<file path="src/rtl/move_input_controller_pkg.sv">
// Shared types and constants for the move input controller slice.
package move_input_controller_pkg;

  localparam int unsigned NUM_COLS = 4;

  typedef enum logic [1:0] {
    ST_IDLE         = 2'd0,
    ST_CHECK        = 2'd1,
    ST_ISSUE        = 2'd2,
    ST_WAIT_RELEASE = 2'd3
  } state_e;

  localparam logic [1:0] ERR_NONE     = 2'b00;
  localparam logic [1:0] ERR_SWITCH   = 2'b01;
  localparam logic [1:0] ERR_FULL     = 2'b10;
  localparam logic [1:0] ERR_INACTIVE = 2'b11;

  function automatic logic sw_onehot(input logic [NUM_COLS-1:0] v);
    return (v != '0) && ((v & (v - 1'b1)) == '0);
  endfunction

  function automatic logic [1:0] sw_encode(input logic [NUM_COLS-1:0] v);
    logic [1:0] idx;
    idx = '0;
    for (int unsigned i = 0; i < NUM_COLS; i++) begin
      if (v[i]) idx = i[1:0];
    end
    return idx;
  endfunction

endpackage

</file>
<file path="src/rtl/move_input_controller_debouncer.sv">
// Two-flop synchronizer, stability counter and rising-edge detect for the drop button.
module button_debouncer #(
  parameter int unsigned DEBOUNCE_CYCLES = 4
) (
  input  logic clk_i,
  input  logic rst_ni,
  input  logic btn_i,
  output logic level_o,
  output logic press_o
);

  logic       sync1_q, sync2_q;
  logic       deb_q, deb_d;
  logic       prev_q;
  logic [7:0] cnt_q, cnt_d;

  always_ff @(posedge clk_i or negedge rst_ni) begin
    if (!rst_ni) begin
      sync1_q <= 1'b0;
      sync2_q <= 1'b0;
      deb_q   <= 1'b0;
      prev_q  <= 1'b0;
      cnt_q   <= '0;
    end else begin
      sync1_q <= btn_i;
      sync2_q <= sync1_q;
      deb_q   <= deb_d;
      prev_q  <= deb_q;
      cnt_q   <= cnt_d;
    end
  end

  // The count must have reached DEBOUNCE_CYCLES before the level flips.
  always_comb begin
    cnt_d = '0;
    deb_d = deb_q;
    if (sync2_q != deb_q) begin
      if (cnt_q == 8'(DEBOUNCE_CYCLES)) begin
        deb_d = ~deb_q;
      end else begin
        cnt_d = cnt_q + 8'd1;
      end
    end
  end

  always_comb begin
    level_o = deb_q;
    press_o = deb_q & ~prev_q;
  end

endmodule

</file>
<file path="src/rtl/move_input_controller.sv">
// Validates debounced drop presses and issues one column move per press over valid/ready.
module move_input_controller
  import move_input_controller_pkg::*;
#(
  parameter int unsigned DEBOUNCE_CYCLES = 4,
  parameter int unsigned ROWS            = 4,
  parameter int unsigned CNT_W           = 3
) (
  input  logic                      clk,
  input  logic                      reset,
  input  logic                      btn,
  input  logic [NUM_COLS-1:0]       col_sw,
  input  logic [NUM_COLS*CNT_W-1:0] col_fill,
  input  logic                      game_active,
  input  logic                      move_ready,
  output logic                      move_valid,
  output logic [1:0]                move_col,
  output logic                      reject,
  output logic [1:0]                err_code,
  output logic                      busy
);

  localparam logic [CNT_W:0] ROWS_W = (CNT_W + 1)'(ROWS);

  state_e           state_q, state_d;
  logic [1:0]       move_col_q, move_col_d;
  logic [1:0]       err_q, err_d;
  logic             reject_q, reject_d;
  logic             level, press;
  logic [1:0]       sel_idx;
  logic [CNT_W-1:0] sel_fill;

  button_debouncer #(.DEBOUNCE_CYCLES(DEBOUNCE_CYCLES)) u_debouncer (
    .clk_i  (clk),
    .rst_ni (reset),
    .btn_i  (btn),
    .level_o(level),
    .press_o(press)
  );

  always_ff @(posedge clk or negedge reset) begin
    if (!reset) begin
      state_q    <= ST_IDLE;
      move_col_q <= '0;
      err_q      <= ERR_NONE;
      reject_q   <= 1'b0;
    end else begin
      state_q    <= state_d;
      move_col_q <= move_col_d;
      err_q      <= err_d;
      reject_q   <= reject_d;
    end
  end

  always_comb begin
    sel_idx  = sw_encode(col_sw);
    sel_fill = '0;
    for (int unsigned i = 0; i < NUM_COLS; i++) begin
      if (sel_idx == i[1:0]) sel_fill = col_fill[i*CNT_W +: CNT_W];
    end
  end

  always_comb begin
    state_d    = state_q;
    move_col_d = move_col_q;
    err_d      = err_q;
    reject_d   = 1'b0;
    case (state_q)
      ST_IDLE: begin
        if (press) begin
          if (game_active) begin
            state_d = ST_CHECK;
            err_d   = ERR_NONE;
          end else begin
            state_d  = ST_WAIT_RELEASE;
            err_d    = ERR_INACTIVE;
            reject_d = 1'b1;
          end
        end
      end
      ST_CHECK: begin
        if (!sw_onehot(col_sw)) begin
          state_d  = ST_WAIT_RELEASE;
          err_d    = ERR_SWITCH;
          reject_d = 1'b1;
        end else if ({1'b0, sel_fill} >= ROWS_W) begin
          state_d  = ST_WAIT_RELEASE;
          err_d    = ERR_FULL;
          reject_d = 1'b1;
        end else begin
          state_d    = ST_ISSUE;
          move_col_d = sel_idx;
        end
      end
      // A completed transfer wins over a same-cycle drop of game_active.
      ST_ISSUE: begin
        if (move_ready) begin
          state_d = ST_WAIT_RELEASE;
        end else if (!game_active) begin
          state_d  = ST_WAIT_RELEASE;
          err_d    = ERR_INACTIVE;
          reject_d = 1'b1;
        end
      end
      ST_WAIT_RELEASE: begin
        if (!level) state_d = ST_IDLE;
      end
      default: state_d = ST_IDLE;
    endcase
  end

  always_comb begin
    move_valid = (state_q == ST_ISSUE);
    busy       = (state_q != ST_IDLE);
    move_col   = move_col_q;
    reject     = reject_q;
    err_code   = err_q;
  end

endmodule
</file>
<file path="config.mk">
export PLATFORM = sky130hd
export DESIGN_NAME = move_input_controller
export DESIGN_NICKNAME = d
export VERILOG_FILES = /design/src/rtl/move_input_controller_pkg.sv /design/src/rtl/move_input_controller_debouncer.sv /design/src/rtl/move_input_controller.sv
export SDC_FILE = /design/constraint.sdc
export NUM_CORES = 1
export LEC_CHECK = 0
export ABC_AREA = 1
export BUFFER_PORTS_ARGS = -buffer_cell sky130_fd_sc_hd__clkbuf_2
export CORE_AREA = 5 5 60 62
export CTS_CLUSTER_SIZE = 12
export DETAILED_ROUTE_END_ITERATION = 10
export DIE_AREA = 0 0 65 67
export PLACE_DENSITY = 0.69
export SYNTH_ARGS = -nofsm -noshare
export SYNTH_HDL_FRONTEND = slang
export SYNTH_SLANG_ARGS = --single-unit
</file>
<file path="constraint.sdc">
create_clock -name clk -period 2.9 [get_ports clk]
set_input_delay 0.29 -clock clk [delete_from_list [all_inputs] [get_ports clk]]
set_output_delay 0.29 -clock clk [all_outputs]
set_load 0.01 [all_outputs]
</file>
==> results of run 1 <==
[kinds of logic (layout without fill, tap and decap cells)]
kind of cell / Yosys count / in the layout / synth area share (%)
compound gates: 16 / 16 / 8.102
xor+xnor: 4 / 4 / 3.241
fa+ha+maj: 7 / 7 / 8.101
buf+inv: 25 / 49 / 8.681
flops: 19 / 19 / 43.98
simple gates: 70 / 70 / 27.89
[routing by layer]
metal  track usage (%)  wire length [um]  vias to the layer above
met3             4.216                91                        2
met2             15.96               875                       14
met5                 0                 0                        -
li1                  -                 -                      486
met4             2.375                12                        0
met1             12.71               941                      383
[what timing repair did]
action | 4_1_cts | 5_1_grt
hold buffers | 1 | 0
resized for setup | 0 | 0
endpoints found under the hold margin | 19 | 0
[worst min-delay path by stage]
stage                     start  slack (ns)              endpoint  depth (start not counted)
after floorplan           reset      -0.006           err_code[0]                          0
after global placement    reset        0.27  u_debouncer.cnt_q[5]                          1
after detailed placement  reset        0.27  u_debouncer.cnt_q[5]                          1
after CTS                   btn        0.08   u_debouncer.sync1_q                          1
after global routing        btn        0.07   u_debouncer.sync1_q                          1
final                       btn         0.1   u_debouncer.sync1_q                          1
[cell type report]
| cell class | count | area (um2) |
|---|---|---|
| clock buffers | 4 | 26.28 |
| fillers | 308 | 1724 |
| inverters | 25 | 93.84 |
| multi-input cells | 97 | 511.7 |
| flip-flops and latches | 19 | 475.5 |
| well taps | 33 | 41.29 |
| repair buffers | 20 | 105.1 |
[registers in the layout (all words and copies together), names as in the netlist]
| register | cells |
|---|---|
| u_debouncer.level_o | 1 |
| state_q | 2 |
| move_col | 2 |
| u_debouncer.cnt_q | 8 |
| reject | 1 |
| u_debouncer.sync1_q | 1 |
| err_code | 2 |
| u_debouncer.sync2_q | 1 |
| u_debouncer.prev_q | 1 |
[layout by cell type (no fill, tap or decap), drive strengths merged, types with 2 or more instances in the layout]
master and n:
a21oi 4, clkbuf 23, dfrtp 19, ha 7, inv 25, nand2 41, nand3 10, nor2 14
nor3 2, nor3b 2, o21ai 10, xor2 3
[where the power goes]
part / total (mW) / leakage, nW / switching (mW) / internal, mW
registers: 0.406 / 0.244 / 0.0615 / 0.344
logic: 0.477 / 0.448 / 0.288 / 0.189
clock network: 0.132 / 0.0150 / 0.0786 / 0.0535
total: 1.01 / 0.707 / 0.428 / 0.587
[worst register-to-register path, cell delays in order (launching register included)]
cell	delay, ns
dfrtp_1	0.43
inv_1	0.08
ha_1	0.14
nand3_1	0.10
o21ai_0	0.47
nor3b_1	0.10
==> flow_metrics.py, run 1 <==
metrics = {
    "die": {
        "rows": 20,
        "die-area_um2": 4355,
        "fp.dieH_um": 67,
        "initial_utilization_pct": 36.30,
        "coreArea_um2": 2978,
        "ios": 28,
        "die_w_um": 65,
    },
    "synthesis": {
        "ys.warnings.count": 0,
        "avgSynthCellArea_um2": 7.667,
        "syn_area_um2": 1081,
        "ys_top_cells_by_area": "dfrtp_1, nand2_1, inv_1",
        "synth_top_area_share_pct": 43.98,
        "syn_inst": 141,
        "yosys.area.top_type": "dfrtp_1",
        "synth_edf_count": 0,
        "synthFlopType": "dfrtp_1",
        "seq_area_frac_synth_pct": 43.98,
        "synthArstFlopShare_pct": 100.0,
        "synthMostInstantiatedCell": "nand2_1",
        "synth_common_cells": "nand2_1, inv_1, dfrtp_1, nor2_1, nand3_1",
        "syn-num-nets": 169,
        "synth-seq-cells": 19,
        "ys_types": 20,
    },
    "drt": {
        "wl_per_cell_um": 9.702,
        "vias": 885,
        "wl_um": 1921,
        "first_pass_iters": 4,
        "dr.first_iter.drc_count": 29,
        "viasPerCell": 4.470,
        "drc": 0,
        "ant_nets": 0,
    },
    "sta": {
        "fin_crit_ns": 1.570,
        "slew_headroom_pct": 64.19,
        "setup_tns_ns": 0,
        "worstMarginPinSlew_ns": 0.5316,
        "hold_ws_ns": 0.09651,
        "skew_ns": 0.002229,
        "fin_ws_ns": 1.330,
        "rsz0062_at_grt": "false",
        "max_freq_ghz": 0.6368,
        "finalHoldViolCount": 0,
        "setup_viol_count_final": 0,
        "fin_crit_sh_pct": 54.15,
        "finalMaxSlewViolations": 0,
    },
    "worst_setup_path": {
        "reg2reg_depth": 5,
        "endpoint": "busy",
        "cp.depth": 4,
        "crit_fanout": 6,
        "path_cells": "inv_1, ha_1, inv_1, clkbuf_2",
        "crit_type": "reg2out",
        "critPathLaunch": "state_q[0]",
        "cp_num_buf_inv": 3,
        "rrSetupSlack_ns": 1.45,
        "slowest_stage": "dfrtp_1",
        "required_ns": 2.61,
        "cp_top_family": "flip-flops",
        "reg2reg_from": "u_debouncer.cnt_q[0]",
        "cp_slowest_stage_delay_ns": 0.45,
        "crit_arrival_ns": 1.28,
        "end_kind": "output pin",
        "cp_common_cell": "inv_1",
        "cp-start-kind": "register",
        "r2r_end": "u_debouncer.cnt_q[3]",
    },
    "clocking": {
        "htree_num_levels": 1,
        "clock_path_buffers": 2,
        "numCtsBuffers": 3,
        "cts_tree": "yes",
        "path_clk_slew_ns": 0.10,
        "post_cts_buffers": 0,
        "clock_sinks": 19,
        "insertion_delay_ns": 0.29,
        "clock-root-buffer": "clkbuf_4",
    },
    "power": {
        "ir_drop_v": 0.0003525,
        "power_mw": 1.015,
        "leakage_nw": 0.7070,
        "power.density_nw_per_um2": 809.3,
    },
    "finish": {
        "area_delta_synth_final_pct": 15.97,
        "fin_cells": 198,
        "fin_area_um2": 1254,
        "diodes": 0,
        "nNetsFinal": 194,
        "layout-drive-gt1-share_pct": 15.76,
        "finalCoreUtilization_pct": 42.10,
    },
    "grt": {
        "grt_use_total_pct": 10.09,
        "grt_pass1_wl_um": 3401,
        "overflow": 0,
        "antenna_found_initial": 0,
        "grt_max_degree": 20,
        "grt_pass1_vias": 802,
    },
    "placed_design": {
        "place_congestion": 0.7866,
        "dp_hpwl_um": 1558,
        "dp_cells": 193,
        "placed_area_um2": 1217,
        "port_buffers": 19,
        "place_ws_ns": 1.433,
    },
    "run": {
        "cap_violations": 0,
    },
    "outcome": {
        "status": "finished, final reports clean",
    },
    "worst_hold_path": {
        "hold_path_class": "in2reg",
    },
}
Power figures use the tool's default switching activity.
==> run 2, diff against run 1 <==
Clock period 2.9 ns to 1.6 ns, I/O delays scaled along.
==> flow_metrics.py, run 2 (synthesized netlist as in run 1, its figures left out) <==
metrics = {
    "outcome": {
        "status": "finished, final reports clean",
    },
    "sta": {
        "rsz0062_at_grt": "false",
        "setup_viol_count_final": 0,
        "fin_crit_sh_pct": 90.14,
        "setup_tns_ns": 0,
        "finalHoldViolCount": 0,
        "finalMaxSlewViolations": 0,
        "max_freq_ghz": 0.6934,
        "slew_headroom_pct": 68.83,
        "fin_crit_ns": 1.442,
        "skew_ns": 0.001388,
        "fin_ws_ns": 0.1578,
        "worstMarginPinSlew_ns": 0.4676,
    },
    "worst_hold_path": {
        "hold_start": "col_sw[2]",
        "hold_path_class": "in2reg",
        "hold_depth": 3,
        "worstHoldEndpoint": "move_col[1]",
    },
    "power": {
        "p_seq_share_pct": 39.6,
        "clkPwrFrac_pct": 12.5,
        "comb_power_share_pct": 47.9,
        "p_sw_share_pct": 41.62,
        "power.density_nw_per_um2": 1457,
        "ir_drop_v": 0.0006917,
        "switching_power_mw": 0.7708,
        "leakage_nw": 0.7160,
        "p_int_mw": 1.081,
    },
    "finish": {
        "layout-drive-gt1-share_pct": 16.17,
        "largest_reg_flops": 8,
        "multi_input_area_um2": 511.7,
        "area_delta_synth_final_pct": 17.59,
        "regArea_um2": 475.5,
        "layout_commonest_cell": "nand2_1",
        "nFillCells": 293,
        "mostFrequentLayoutCells": "nand2_1, inv_1, dfrtp_1, clkbuf_2, nor2_1",
        "largest_register": "u_debouncer.cnt_q",
        "diodes": 0,
        "nNetsFinal": 196,
    },
    "worst_setup_path": {
        "rrSetupSlack_ns": 0.20,
        "r2r_end": "err_code[0]",
        "crit_type": "reg2out",
        "crit_fanout": 6,
        "crit_arrival_ns": 1.28,
        "cp-start-kind": "register",
        "required_ns": 1.44,
        "reg2reg_depth": 7,
        "end_kind": "output pin",
        "reg2reg_from": "state_q[0]",
    },
    "placed_design": {
        "dp_hpwl_um": 1513,
        "place_congestion": 0.7910,
        "place_ws_ns": 0.2132,
        "port_buffers": 19,
    },
    "die": {
        "initial_utilization_pct": 36.30,
        "coreArea_um2": 2978,
        "die_w_um": 65,
        "ios": 28,
        "fp.dieH_um": 67,
        "die-area_um2": 4355,
        "rows": 20,
    },
    "clocking": {
        "cts_resized": 0,
        "numCtsBuffers": 3,
        "htree_num_levels": 1,
        "clock_path_buffers": 2,
        "clock_sinks": 19,
        "insertion_delay_ns": 0.29,
        "cts_tree": "yes",
        "path_clk_slew_ns": 0.10,
        "clock-root-buffer": "clkbuf_4",
    },
    "drt": {
        "wl_per_cell_um": 9.370,
        "viasPerCell": 4.380,
        "dr.first_iter.drc_count": 41,
        "first_pass_iters": 4,
        "vias": 876,
        "drc": 0,
        "ant_nets": 0,
        "wl_um": 1874,
    },
    "grt": {
        "grt_pass1_wl_um": 3512,
        "overflow": 0,
        "grt_max_degree": 20,
        "grt_pass1_vias": 862,
        "antenna_found_initial": 0,
        "grt_use_total_pct": 10.09,
    },
    "run": {
        "cap_violations": 0,
    },
}
run 2: how the worst max path moves through the flow:
stage                     from     endpoint  depth (start not counted)  slack, ns
floorplan           state_q[0]  err_code[0]                          7       0.30
global placement    state_q[0]  err_code[0]                          7       0.22
detailed placement  state_q[0]  err_code[0]                          7       0.21
CTS                 state_q[0]         busy                          4       0.14
global route        state_q[0]         busy                          4       0.05
finish              state_q[0]         busy                          4       0.16
run 2: power groups by stage:
| stage | clock network, mW | registers, mW | logic (mW) |
|---|---|---|---|
| floorplan | 0 | 0.754 | 0.611 |
| global placement | 0 | 0.742 | 0.876 |
| detailed placement | 0 | 0.743 | 0.894 |
| CTS | 0.251 | 0.733 | 0.905 |
| global route | 0.272 | 0.752 | 1.05 |
| finish | 0.232 | 0.733 | 0.887 |
run 2: what timing repair did:
| item | 4_1_cts | 5_1_grt |
|---|---|---|
| hold endpoints to repair | 20 | 0 |
| buffers inserted | 0 | 0 |
| hold buffers | 2 | 0 |
run 2: stage by stage:
step	hold slack [ns]	util [%]	total power [mW]	cell area [um2]	cells
finish	0.1842	42.69	1.852	1271	200
global route	0.2033	42.69	2.069	1271	200
CTS	0.1741	42.69	1.888	1271	200
detailed placement	0.1400	41.13	1.637	1225	194
global placement	0.1402	41.13	1.617	1225	194
floorplan	-0.1356	-	1.365	1081	141
run 2: metal layers:
metal  GRT usage [%]  routed length (um)  vias up
met5               0                   0        -
met4           1.583                   0        0
met3           3.710                  86        0
met2           16.35                 819       12
met1           13.03                 968      375
li1                -                   -      489
run 2: cell type report:
class,count,share of cell area [%]
clock buffer,4,2.067
sequential,19,37.40
multi-input combinational,97,40.26
timing repair buffer,22,9.646
inverter,25,7.382
tap,33,3.248
run 2: worst max-delay path, cell delays in order (launching register included):
cell and delay (ns):
dfrtp_1 0.44, inv_1 0.09, ha_1 0.24, inv_1 0.09
clkbuf_2 0.13
==> run 3, diff against run 2 <==
Settings changed: CORE_AREA 5 5 60 62 to 5 5 62 64, DIE_AREA 0 0 65 67 to 0 0 67 69, PLACE_DENSITY 0.69 to 0.68, SYNTH_HIERARCHICAL set to 1.
==> flow_metrics.py, run 3 <==
metrics = {
    "clocking": {
        "clock_sinks": 19,
        "cts_resized": 0,
        "insertion_delay_ns": 0.30,
        "clock-root-buffer": "clkbuf_4",
        "numCtsBuffers": 3,
        "htree_num_levels": 1,
        "cts_tree": "yes",
        "clock_path_buffers": 2,
        "path_clk_slew_ns": 0.11,
    },
    "drt": {
        "vias": 951,
        "dr.first_iter.drc_count": 15,
        "first_pass_iters": 4,
        "viasPerCell": 4.189,
        "drc": 0,
        "ant_nets": 0,
        "wl_um": 2027,
        "wl_per_cell_um": 8.930,
    },
    "synthesis": {
        "synth_top_area_share_pct": 41.04,
        "synth_common_cells": "nand2_1, inv_1, dfrtp_1, nor2_1",
        "synth-seq-cells": 19,
        "syn_area_um2": 1159,
        "syn_inst": 153,
        "syn-num-nets": 182,
        "ys_types": 20,
        "avgSynthCellArea_um2": 7.573,
        "synth_edf_count": 0,
        "seq_area_frac_synth_pct": 41.04,
        "yosys.area.top_type": "dfrtp_1",
        "synthFlopType": "dfrtp_1",
        "ys.warnings.count": 6,
        "synthMostInstantiatedCell": "nand2_1",
        "ys_top_cells_by_area": "dfrtp_1, nand2_1, ha_1",
        "synthArstFlopShare_pct": 100.0,
    },
    "finish": {
        "largest_register": "u_debouncer/cnt_q",
        "area_delta_synth_final_pct": 19.22,
        "diodes": 0,
        "finalCoreUtilization_pct": 42.74,
        "mostFrequentLayoutCells": "nand2_1, inv_1, dfrtp_1, clkbuf_2, nor2_1",
        "largest_reg_flops": 8,
        "layout-drive-gt1-share_pct": 21.55,
        "layout_commonest_cell": "nand2_1",
        "nNetsFinal": 211,
        "nFillCells": 342,
    },
    "worst_hold_path": {
        "hold_path_class": "in2reg",
    },
    "worst_setup_path": {
        "end_kind": "register",
        "required_ns": 1.80,
        "crit_type": "reg2reg",
        "cp-start-kind": "register",
        "crit_arrival_ns": 1.64,
        "crit_fanout": 5,
    },
    "sta": {
        "fin_crit_sh_pct": 89.81,
        "rsz0062_at_grt": "false",
        "fin_ws_ns": 0.1630,
        "finalMaxSlewViolations": 0,
        "setup_viol_count_final": 0,
        "slew_headroom_pct": 68.17,
        "finalHoldViolCount": 0,
        "skew_ns": 0.003667,
        "worstMarginPinSlew_ns": 0.4775,
        "setup_tns_ns": 0,
        "hold_ws_ns": 0.2015,
        "max_freq_ghz": 0.6959,
        "fin_crit_ns": 1.437,
    },
    "die": {
        "ios": 28,
        "rows": 21,
        "fp.dieH_um": 69,
        "coreArea_um2": 3232,
        "initial_utilization_pct": 35.85,
        "die_w_um": 67,
        "die-area_um2": 4623,
    },
    "placed_design": {
        "port_buffers": 19,
        "place_ws_ns": 0.1427,
        "place_congestion": 0.7685,
        "dp_hpwl_um": 1597,
    },
    "grt": {
        "overflow": 0,
        "grt_pass1_vias": 831,
        "grt_pass1_wl_um": 3505,
        "grt_use_total_pct": 9.698,
        "grt_max_degree": 20,
        "antenna_found_initial": 0,
    },
    "power": {
        "power_mw": 1.957,
        "power.density_nw_per_um2": 1417,
        "leakage_nw": 0.7346,
        "ir_drop_v": 0.0006494,
    },
    "outcome": {
        "status": "finished, final reports clean",
    },
    "run": {
        "cap_violations": 0,
    },
}
## run 3: cell count changes in the layout (fill, tap and decap cells not counted), moves of 3 or more
cell     previous run  this run
nor2_1             13        18
nand2_1            41        47
nand3_1             9         5
nor2_2              1         4
## run 3: what timing repair did
item	4_1_cts	5_1_grt
hold buffers	2	0
buffers inserted	0	1
endpoints found under the hold margin	20	0
setup endpoints to repair	0	4
## run 3: cells by family after synthesis
| logic type | share of synthesized area (%) |
|---|---|
| flip-flops | 41.04 |
| XOR/XNOR | 3.024 |
| AO/OA/AOI/OAI | 6.588 |
| adder cells (fa/ha/maj) | 8.640 |
| AND/OR/NAND/NOR | 32.29 |
| buffers and inverters | 8.424 |
## run 3: worst max-delay path: stages, from the launching register on
cell      delay, ns
dfrtp_1        0.38
inv_1          0.10
ha_1           0.20
inv_1          0.08
nor2_1         0.05
a211oi_1       0.22
buf_4          0.16
nand2_1        0.05
nand2_1        0.05
nand2_1        0.04
## run 3: power breakdown
group	total [mW]	internal (mW)	switching [mW]	leakage [nW]
sequential	0.710	0.621	0.0889	0.243
clock	0.248	0.0930	0.155	0.0177
combinational	0.999	0.413	0.586	0.474
## run 3: stage by stage
stage | std cells | area, um2
global route | 227 | 1381
CTS | 226 | 1374
global placement | 220 | 1326
floorplan | 153 | 1159
detailed placement | 220 | 1326
finish | 227 | 1381
## run 3: routing by layer
metal,track usage [%],share of wire [%]
met3,3.409,4.7
met5,0,0
met4,2.703,0.89
met2,14.96,47
met1,12.68,48
## run 3: worst paths after layout
path,from,to,slack [ns],cells after the start
max in group asynchronous,reset,state_q[1],0.94,2
worst min register to register,u_debouncer/sync1_q,u_debouncer/sync2_q,0.36,0
worst min-delay path,game_active,reject,0.20,4
worst max register to register,state_q[1],state_q[0],0.16,9
min in group asynchronous,reset,u_debouncer/cnt_q[6],0.34,2
worst max-delay path,state_q[1],state_q[0],0.16,9
## run 3: final cells by class
class	instances	area, um2	share of cell area, %
multi-input cells	108	585.6	42.39
flip-flops and latches	19	475.5	34.42
repair buffers	24	137.6	9.964
inverters	26	97.59	7.065
well taps	46	57.56	4.167
clock buffers	3	22.52	1.630
clock inverters	1	5.005	0.3623
